===== src/rtl/updown_tick_counter_if.sv =====
// Control/status bundle between an FND display client and updown_tick_counter.
// The load/load_value preset pair exists only when CNT_LOAD_EN is defined.
interface updown_tick_counter_if #(
  parameter int WIDTH = 14
);
  logic             en;
  logic             clear;
  logic             up_down;
  logic             mode;
`ifdef CNT_LOAD_EN
  logic             load;
  logic [WIDTH-1:0] load_value;
`endif
  logic [WIDTH-1:0] count;
  logic [3:0]       dot_data;
  logic             tc;

  modport master (
    output en, clear, up_down, mode,
`ifdef CNT_LOAD_EN
    output load, load_value,
`endif
    input  count, dot_data, tc
  );

  modport slave (
    input  en, clear, up_down, mode,
`ifdef CNT_LOAD_EN
    input  load, load_value,
`endif
    output count, dot_data, tc
  );
endinterface


===== src/rtl/updown_tick_counter.sv =====
// Up/down decimal event counter with tick prescaler, wrap/saturate bounds, tc pulse and blinking dot.
// Define CNT_LOAD_EN to enable the synchronous preset (load/load_value).
module updown_tick_counter #(
  parameter int TICK_DIV  = 10_000_000,
  parameter int MAX_COUNT = 9999,
  parameter int WIDTH     = 14
) (
  input logic                  clk,
  input logic                  reset,
  updown_tick_counter_if.slave bus
);
  localparam int PW = (TICK_DIV > 2) ? $clog2(TICK_DIV) : 1;

  localparam logic [PW-1:0]    PCNT_ZERO = {PW{1'b0}};
  localparam logic [PW-1:0]    PCNT_ONE  = PW'(1);
  localparam logic [PW-1:0]    PCNT_LAST = PW'(TICK_DIV - 1);
  localparam logic [PW-1:0]    PCNT_HALF = PW'(TICK_DIV / 2);
  localparam logic [WIDTH-1:0] CNT_ZERO  = {WIDTH{1'b0}};
  localparam logic [WIDTH-1:0] CNT_ONE   = WIDTH'(1);
  localparam logic [WIDTH-1:0] CNT_MAX   = WIDTH'(MAX_COUNT);

  function automatic logic [WIDTH-1:0] clamp_to_max(input logic [WIDTH-1:0] value);
    logic [WIDTH-1:0] result;
    if (value > CNT_MAX) begin
      result = CNT_MAX;
    end else begin
      result = value;
    end
    return result;
  endfunction

  function automatic logic [WIDTH-1:0] step_count(input logic [WIDTH-1:0] cur,
                                                  input logic             up,
                                                  input logic             sat);
    logic [WIDTH-1:0] result;
    if (up) begin
      if (cur == CNT_MAX) begin
        result = sat ? CNT_MAX : CNT_ZERO;
      end else begin
        result = cur + CNT_ONE;
      end
    end else begin
      if (cur == CNT_ZERO) begin
        result = sat ? CNT_ZERO : CNT_MAX;
      end else begin
        result = cur - CNT_ONE;
      end
    end
    return result;
  endfunction

  function automatic logic at_terminal(input logic [WIDTH-1:0] cur, input logic up);
    logic result;
    if (up) begin
      result = (cur == CNT_MAX);
    end else begin
      result = (cur == CNT_ZERO);
    end
    return result;
  endfunction

  logic [PW-1:0]    pcnt_r;
  logic [PW-1:0]    pcnt_next_s;
  logic [WIDTH-1:0] count_r;
  logic [WIDTH-1:0] count_next_s;
  logic             tc_r;
  logic             tc_next_s;
  logic             tick_s;
  logic             blink_s;
  logic             load_s;
  logic [WIDTH-1:0] load_value_s;

`ifdef CNT_LOAD_EN
  assign load_s       = bus.load;
  assign load_value_s = clamp_to_max(bus.load_value);
`else
  assign load_s       = 1'b0;
  assign load_value_s = CNT_ZERO;
`endif

  assign tick_s = bus.en && (pcnt_r == PCNT_LAST);

  // Next-state selection: clear > load > tick > run/hold
  always_comb begin
    pcnt_next_s  = pcnt_r;
    count_next_s = count_r;
    tc_next_s    = 1'b0;
    if (bus.clear) begin
      pcnt_next_s  = PCNT_ZERO;
      count_next_s = CNT_ZERO;
    end else if (load_s) begin
      pcnt_next_s  = PCNT_ZERO;
      count_next_s = load_value_s;
    end else if (tick_s) begin
      pcnt_next_s  = PCNT_ZERO;
      count_next_s = step_count(count_r, bus.up_down, bus.mode);
      tc_next_s    = at_terminal(count_r, bus.up_down);
    end else if (bus.en) begin
      pcnt_next_s  = pcnt_r + PCNT_ONE;
    end else begin
      pcnt_next_s  = pcnt_r;
    end
  end

  // Prescaler, count and terminal-count registers
  always_ff @(posedge clk or negedge reset) begin
    if (!reset) begin
      pcnt_r  <= PCNT_ZERO;
      count_r <= CNT_ZERO;
      tc_r    <= 1'b0;
    end else begin
      pcnt_r  <= pcnt_next_s;
      count_r <= count_next_s;
      tc_r    <= tc_next_s;
    end
  end

  // Blink follows en directly; gating with reset keeps the dots dark while reset is held
  assign blink_s      = reset && bus.en && (pcnt_r < PCNT_HALF);
  assign bus.dot_data = {1'b0, blink_s, 2'b00};
  assign bus.count    = count_r;
  assign bus.tc       = tc_r;
endmodule

===== src/flat_wrapper.sv =====
// flat-port wrapper written by rule: the top's interface ports become plain ports
module updown_tick_counter_flat 
#(
  parameter int TICK_DIV  = 10_000_000,
  parameter int MAX_COUNT = 9999,
  parameter int WIDTH     = 14
)
  (clk, reset, bus_en, bus_clear, bus_up_down, bus_mode, bus_count, bus_dot_data, bus_tc);
  updown_tick_counter_if #(.WIDTH(WIDTH)) bus_i ();
  input logic clk;
  input logic reset;
  input wire logic [$bits(bus_i.en)-1:0] bus_en;
  input wire logic [$bits(bus_i.clear)-1:0] bus_clear;
  input wire logic [$bits(bus_i.up_down)-1:0] bus_up_down;
  input wire logic [$bits(bus_i.mode)-1:0] bus_mode;
  output wire logic [$bits(bus_i.count)-1:0] bus_count;
  output wire logic [$bits(bus_i.dot_data)-1:0] bus_dot_data;
  output wire logic [$bits(bus_i.tc)-1:0] bus_tc;
  assign bus_i.en = bus_en;
  assign bus_i.clear = bus_clear;
  assign bus_i.up_down = bus_up_down;
  assign bus_i.mode = bus_mode;
  assign bus_count = bus_i.count;
  assign bus_dot_data = bus_i.dot_data;
  assign bus_tc = bus_i.tc;
  updown_tick_counter #(.TICK_DIV(TICK_DIV), .MAX_COUNT(MAX_COUNT), .WIDTH(WIDTH)) u_core (.clk(clk), .reset(reset), .bus(bus_i));
endmodule

===== config.mk =====
export PLATFORM = sky130hd
export DESIGN_NAME = updown_tick_counter_flat
export DESIGN_NICKNAME = d
export VERILOG_FILES = /design/src/rtl/updown_tick_counter_if.sv /design/src/rtl/updown_tick_counter.sv /design/src/flat_wrapper.sv
export SDC_FILE = /design/constraint.sdc
export NUM_CORES = 1
export LEC_CHECK = 0
export CAP_MARGIN = 20
export CORE_MARGIN = 1
export CORE_UTILIZATION = 30
export CTS_CLUSTER_DIAMETER = 60
export DETAILED_ROUTE_END_ITERATION = 8
export PLACE_DENSITY = 0.6
export SYNTH_ARGS = -nofsm -noshare
export SYNTH_HDL_FRONTEND = slang
export SYNTH_SLANG_ARGS = --single-unit

===== constraint.sdc =====
create_clock -name clk -period 2.3 [get_ports clk]
set_input_delay 0.46 -clock clk [delete_from_list [all_inputs] [get_ports clk]]
set_output_delay 0.46 -clock clk [all_outputs]
set_load 0.02 [all_outputs]

==> results of run 1 <==
-- through the flow --
step	setup TNS [ps]	util [%]	setup slack (ps)	instances
3_5_place_dp	-3580	37.7	-199	495
2_1_floorplan	-51.3	-	-43.7	334
5_1_grt	-67.7	39.1	-67.4	503
4_1_cts	0	38.9	17.1	503
6_report	0	39.1	26.6	503
3_3_place_gp	-2840	37.7	-195	495
-- flip-flops by register name, indices dropped and copies added, names as in the netlist --
signal and flops:
u_core.bus.tc 1, u_core.pcnt_r 24, u_core.bus.count 14
-- synthesized netlist by cell type (7+ instances only) --
cell	n	area (um2)
inv_1	10	37.5
a21oi_1	14	70.1
xor2_1	14	123
nand4_1	11	68.8
xnor2_1	10	87.6
nor4_1	11	68.8
and4_1	7	61.3
nand2_1	22	82.6
nor2_1	37	139
nor3_1	16	80.1
or4_1	7	52.6
nand3_1	15	75.1
clkbuf_1	10	37.5
dfrtp_1	39	976
o21ai_0	13	65.1
-- critical path, delay by kind of cell (launching register included) --
kind	cells	cell delay (ps)
buffers and inverters	1	170
AND/OR/NAND/NOR	1	60
AO/OA/AOI/OAI	4	910
flip-flops	1	380
-- kinds of logic (layout without fill, tap and decap cells) --
kind of cell | after synthesis | in the layout
muxes | 4 | 4
other | 1 | 3
adders and majority gates | 3 | 3
buffers and inverters | 33 | 91
DFF | 39 | 39
AOI/OAI and AO/OA | 68 | 68
xor gates and xnor gates | 24 | 24
and+or+nand+nor | 160 | 160
-- routing by layer --
layer  vias up  GRT usage (%)  wire, um
met5         -              0         0
met4         0           4.82       134
met3        19           3.48       565
met2       107           28.8      3810
met1      1373           23.7      3650
li1       1354              -         -
-- power by group through the flow --
stage / combinational [mW] / sequential [mW] / clock, mW
after detailed placement: 0.104 / 0.706 / 0
after global placement: 0.103 / 0.706 / 0
after global routing: 0.117 / 0.693 / 0.656
after floorplan: 0.0605 / 0.705 / 0
final: 0.106 / 0.692 / 0.610
after CTS: 0.105 / 0.692 / 0.621
-- cell usage in the layout, fill, tap and decap left out, types with 2 or more instances in the layout --
master	netlist	final
a31oi_1	2	2
and3_1	4	4
nor4_1	11	10
nand2_1	22	22
o31ai_1	6	6
inv_1	10	8
and3_2	3	3
a211o_1	4	4
and4_1	7	7
or4_4	1	2
nor2b_1	5	5
a21o_1	3	3
o2111ai_1	3	3
nand2b_1	3	3
dfrtp_2	0	3
nor4bb_1	4	4
mux2i_1	2	2
a211oi_1	4	4
dfrtp_1	39	36
o21ai_0	13	12
buf_4	5	52
o22ai_1	4	4
nor2_1	37	37
nor3_1	16	15
conb_1	1	3
clkdlybuf4s50_1	0	19
a21oi_1	14	14
nand4_1	11	11
nand3_1	15	15
xor2_1	14	14
or3_1	4	4
o211ai_1	3	3
clkbuf_8	3	5
xnor2_1	10	10
mux2_2	2	2
ha_1	3	2
or4_1	7	6
-- cell type report --
cell class                      count  share of cell area (%)
Clock inverter                      3                    1.22
Multi-Input combinational cell    262                    47.6
Tap cell                          111                    3.88
Sequential cell                    39                    27.4
Clock buffer                        5                    1.92
Inverter                           10                    1.12
Timing Repair Buffer               73                    16.9
-- what timing repair did --
action,in CTS,in global routing
gates cloned,0,0
endpoints found under the setup margin,1,4
pin swaps,1,3
resized for setup,8,4
-- final timing paths --
| check | from | to | slack [ps] | cells after the start |
|---|---|---|---|---|
| worst max-delay path | u_core.pcnt_r[6] | bus_dot_data[2] | 30 | 6 |
| worst min-delay path | reset | u_core.bus.count[2] | 260 | 2 |
| worst max register to register | u_core.bus.count[0] | u_core.bus.count[7] | 70 | 7 |
| worst min register to register | u_core.pcnt_r[23] | u_core.pcnt_r[23] | 580 | 2 |
| max in group asynchronous | reset | u_core.bus.count[1] | 1650 | 2 |
| min in group clk | u_core.pcnt_r[23] | u_core.pcnt_r[23] | 580 | 2 |
==> flow_metrics.env, run 1 <==
export IMPL_status="finished, final reports clean"
export IMPL_nets=400
export IMPL_grt_pass1_wl_um=13800
export IMPL_synthesis_area_um2=2820
export IMPL_num_vias=2853
export IMPL_avgViaCountPerCell=5.67
export IMPL_p_int_mw=1.05
export IMPL_p_sw_mw=0.359
export IMPL_yosys_area_share_xor_xnor_pct=7.46
export IMPL_synthCells=332
export IMPL_synth_edff_count=0
export IMPL_rsz0062_at_grt="yes"
export IMPL_cts_buffer_depth=2
export IMPL_swShare_pct=25.5
export IMPL_dp_hpwl_um=5920
export IMPL_fin_area_um2=3580
export IMPL_start_util_pct=30.8
export IMPL_worstMarginPinSlew_ps=536
export IMPL_fin_crit_sh_pct=98.8
export IMPL_die_area_um2=9790
export IMPL_dpl_cell_area_um2=3450
export IMPL_ir_worst_vdd_mv=0.261
export IMPL_synthAdderAreaFrac_pct=1.33
export IMPL_grtUsageTotal_pct=17.6
export IMPL_finalHoldViolCount=0
export IMPL_drive_above_1_share_pct=21.7
export IMPL_synth_ff_type="dfrtp_1"
export IMPL_muxShareOfSynthArea_pct=1.51
export IMPL_area_delta_synth_final_pct=27.0
export IMPL_path_cells="o211a_1, o21ai_1, nand2_1, a2111o_1, a41oi_2, buf_4"
export IMPL_comb_power_share_pct=7.5
export IMPL_first_pass_iters=5
export IMPL_synth_top_family_by_area="simple AND/OR/NAND/NOR gates"
export IMPL_clk_pin_slew_ps=90
export IMPL_fin_skew_ps=8.07
export IMPL_clock_sinks=39
export IMPL_p_per_area_nw_per_um2=393
export IMPL_antenna_found_initial=0
export IMPL_setup_viol=0
export IMPL_async_flop_share_pct=100
export IMPL_ys_warn_count=0
export IMPL_io_buffers=21
export IMPL_grt_overflow_total=0
export IMPL_min_period_ps=2270
export IMPL_critical_path_max_stage_delay_ps=380
export IMPL_core_area_um2=9150
export IMPL_wl_per_cell_um=16.2
export IMPL_yosys_area_share_simple_pct=31.4
export IMPL_rows=35
export IMPL_holdBufCountCts=0
export IMPL_drt_drc_violations_left=0
export IMPL_fmax_ghz=0.440
export IMPL_worst_path_max_fanout=2
export IMPL_io_pins=25
export IMPL_synth_distinct_cells=59
export IMPL_root_buffer="clkbuf_8"
export IMPL_fillCellCount=925
export IMPL_worstSetupEndpointType="primary output"
export IMPL_yosysSeqAreaShare_pct=34.6
export IMPL_gp_congestion=0.945
export IMPL_drv_cap=0
export IMPL_routed_wl_um=8160
export IMPL_leakage_nw=1.50
export IMPL_post_cts_buffers=0
export IMPL_die_y_um=98.9
export IMPL_clkPwrFrac_pct=43.3
export IMPL_syn_avg_cell_area_um2=8.49
export IMPL_synth_compound_area_share_pct=16.8
export IMPL_crit_slowest_cell="dfrtp_1"
export IMPL_grt_max_degree=40
export IMPL_cts_tree="yes"
export IMPL_p_seq_share_pct=49.1
export IMPL_cts_buffers=5
export IMPL_h_tree_depth=2
export IMPL_critPathArrivalTime_ps=1810
export IMPL_relSlewSlack_pct=64.3
export IMPL_final_antenna_net_count=0
export IMPL_holdCritPathClass="primary input to asynchronous set/reset pin"
export IMPL_ys_ff_latch=39
export IMPL_required_ps=1840
export IMPL_whs_ps=261
export IMPL_n_antenna_cell=0
export IMPL_cp_start_kind="register"
export IMPL_multiInputGateArea_um2=1700
export IMPL_seqCellArea_um2=980
export IMPL_crit_type="register to primary output"
export IMPL_dr_first_iter_drc_count=127
export IMPL_grt_pass1_vias=2806
export IMPL_clk_latency_ps=300
export IMPL_die_w_um=98.9
export IMPL_slew_violations=0
export IMPL_power_mw=1.41
No activity file was read; power rests on OpenSTA's default activity.
==> inputs of run 2 (changes only) <==
--- a/config.mk
+++ b/config.mk
@@ -11,6 +11,7 @@
 export CTS_CLUSTER_DIAMETER = 60
 export DETAILED_ROUTE_END_ITERATION = 8
 export PLACE_DENSITY = 0.6
+export SKIP_LAST_GASP = 1
 export SYNTH_ARGS = -nofsm -noshare
 export SYNTH_HDL_FRONTEND = slang
 export SYNTH_SLANG_ARGS = --single-unit
==> run 2 against run 1 <==
  * Sequential share of layout area is essentially flat
  * Power is essentially flat
  * Wire length grew 0.12%
  * Clock power is essentially flat
  * Via count grew 0.70%
  * Global-route usage is the same
  * Sequential cell count is the same
  * Combinational power is essentially flat
  * Sequential power is essentially flat
==> flow_metrics.env, run 2 (synthesis gave the netlist of run 1 again) <==
export IMPL_status="finished, final reports clean"
export IMPL_fmax_ghz=0.440
export IMPL_grt_max_degree=40
export IMPL_fin_crit_sh_pct=98.8
export IMPL_cts_tree="yes"
export IMPL_required_ps=1840
export IMPL_seqCellArea_um2=980
export IMPL_n_antenna_cell=0
export IMPL_largest_reg_flops=24
export IMPL_grt_overflow_total=0
export IMPL_routed_wl_um=8170
export IMPL_finalHoldViolCount=0
export IMPL_rows=35
export IMPL_fin_skew_ps=8.15
export IMPL_fillCellCount=926
export IMPL_dp_hpwl_um=5920
export IMPL_grtUsageTotal_pct=17.6
export IMPL_cts_buffer_depth=2
export IMPL_multiInputGateArea_um2=1700
export IMPL_fin_area_um2=3580
export IMPL_dpl_cell_area_um2=3450
export IMPL_io_pins=25
export IMPL_worstSetupEndpointType="primary output"
export IMPL_min_period_ps=2270
export IMPL_layout_common_cells="52 x buf_4, 37 x nor2_1, 36 x dfrtp_1"
export IMPL_slew_violations=0
export IMPL_avgViaCountPerCell=5.71
export IMPL_core_area_um2=9150
export IMPL_leakage_nw=1.50
export IMPL_clk_latency_ps=300
export IMPL_dr_first_iter_drc_count=134
export IMPL_io_buffers=21
export IMPL_nets=400
export IMPL_num_vias=2873
export IMPL_worstMarginPinSlew_ps=536
export IMPL_die_y_um=98.9
export IMPL_first_pass_iters=5
export IMPL_dp_cells=495
export IMPL_post_cts_buffers=0
export IMPL_clk_pin_slew_ps=90
export IMPL_die_area_um2=9790
export IMPL_fin_cells=503
export IMPL_p_per_area_nw_per_um2=394
export IMPL_grt_pass1_wl_um=13800
export IMPL_clock_sinks=39
export IMPL_wl_per_cell_um=16.2
export IMPL_setup_viol=0
export IMPL_critPathArrivalTime_ps=1810
export IMPL_final_common_cell="buf_4"
export IMPL_root_buffer="clkbuf_8"
export IMPL_gp_congestion=0.945
export IMPL_cts_buffers=5
export IMPL_h_tree_depth=2
export IMPL_start_util_pct=30.8
export IMPL_cp_start_kind="register"
export IMPL_drt_drc_violations_left=0
export IMPL_ir_worst_vdd_mv=0.261
export IMPL_rsz0062_at_grt="yes"
export IMPL_worst_path_max_fanout=2
export IMPL_relSlewSlack_pct=64.3
export IMPL_die_w_um=98.9
export IMPL_antenna_found_initial=0
export IMPL_area_delta_synth_final_pct=26.9
export IMPL_crit_type="register to primary output"
export IMPL_holdCritPathClass="primary input to asynchronous set/reset pin"
export IMPL_regMostFlops="u_core.pcnt_r"
export IMPL_grt_pass1_vias=2806
export IMPL_drv_cap=0
export IMPL_drive_above_1_share_pct=21.4
export IMPL_final_antenna_net_count=0
run 2: path summary, 6_finish.rpt:
| path | slack, ps | endpoint | cells past startpoint | startpoint |
|---|---|---|---|---|
| max in group asynchronous | 1650 | u_core.bus.count[1] | 2 | reset |
| min in group clk | 580 | u_core.pcnt_r[23] | 2 | u_core.pcnt_r[23] |
| worst min-delay path | 260 | u_core.bus.count[2] | 2 | reset |
| worst max register to register | 60 | u_core.bus.count[7] | 7 | u_core.bus.count[0] |
| worst min register to register | 580 | u_core.pcnt_r[23] | 2 | u_core.pcnt_r[23] |
| worst max-delay path | 30 | bus_dot_data[2] | 6 | u_core.pcnt_r[6] |
run 2: worst max-delay path: stages, from the launching register on:
cell and delay (ps):
dfrtp_1 380, o211a_1 230, o21ai_1 110, nand2_1 60, a2111o_1 380, a41oi_2 190, buf_4 170
run 2: through the flow:
| step | utilization [%] | total power [mW] | hold slack [ps] | setup TNS, ps | worst slack [ps] |
|---|---|---|---|---|---|
| 2_1_floorplan | - | 0.765 | 164 | -51.3 | -43.7 |
| 3_3_place_gp | 37.7 | 0.809 | 543 | -2840 | -195 |
| 3_5_place_dp | 37.7 | 0.810 | 546 | -3580 | -199 |
| 4_1_cts | 38.9 | 1.42 | 265 | 0 | 17.1 |
| 5_1_grt | 39.1 | 1.47 | 297 | -95.5 | -67.4 |
| 6_report | 39.1 | 1.41 | 261 | 0 | 26.6 |
run 2: what timing repair did:
item,CTS,global route
endpoints found under the hold margin,0,0
hold buffers,0,0
pin swaps,1,3
endpoints found under the setup margin,1,4
resized for setup,8,2
run 2: metal layers:
metal	part of all wire, %	global-route usage (%)
met5	0	0
met4	2.0	4.82
met3	7.3	3.48
met2	46	28.8
met1	44	23.7
run 2: layout make-up:
type / instances / share of cell area (%)
multi-input combinational: 262 / 47.6
inverter: 10 / 1.05
clock buffer: 5 / 1.92
sequential: 39 / 27.4
tap: 111 / 3.88
clock inverter: 3 / 1.22
timing repair buffer: 73 / 16.9
run 2: power by group:
| group | internal (mW) | total, mW | switching (mW) |
|---|---|---|---|
| sequential | 0.688 | 0.692 | 0.00416 |
| combinational | 0.0377 | 0.106 | 0.0684 |
| clock | 0.324 | 0.611 | 0.287 |
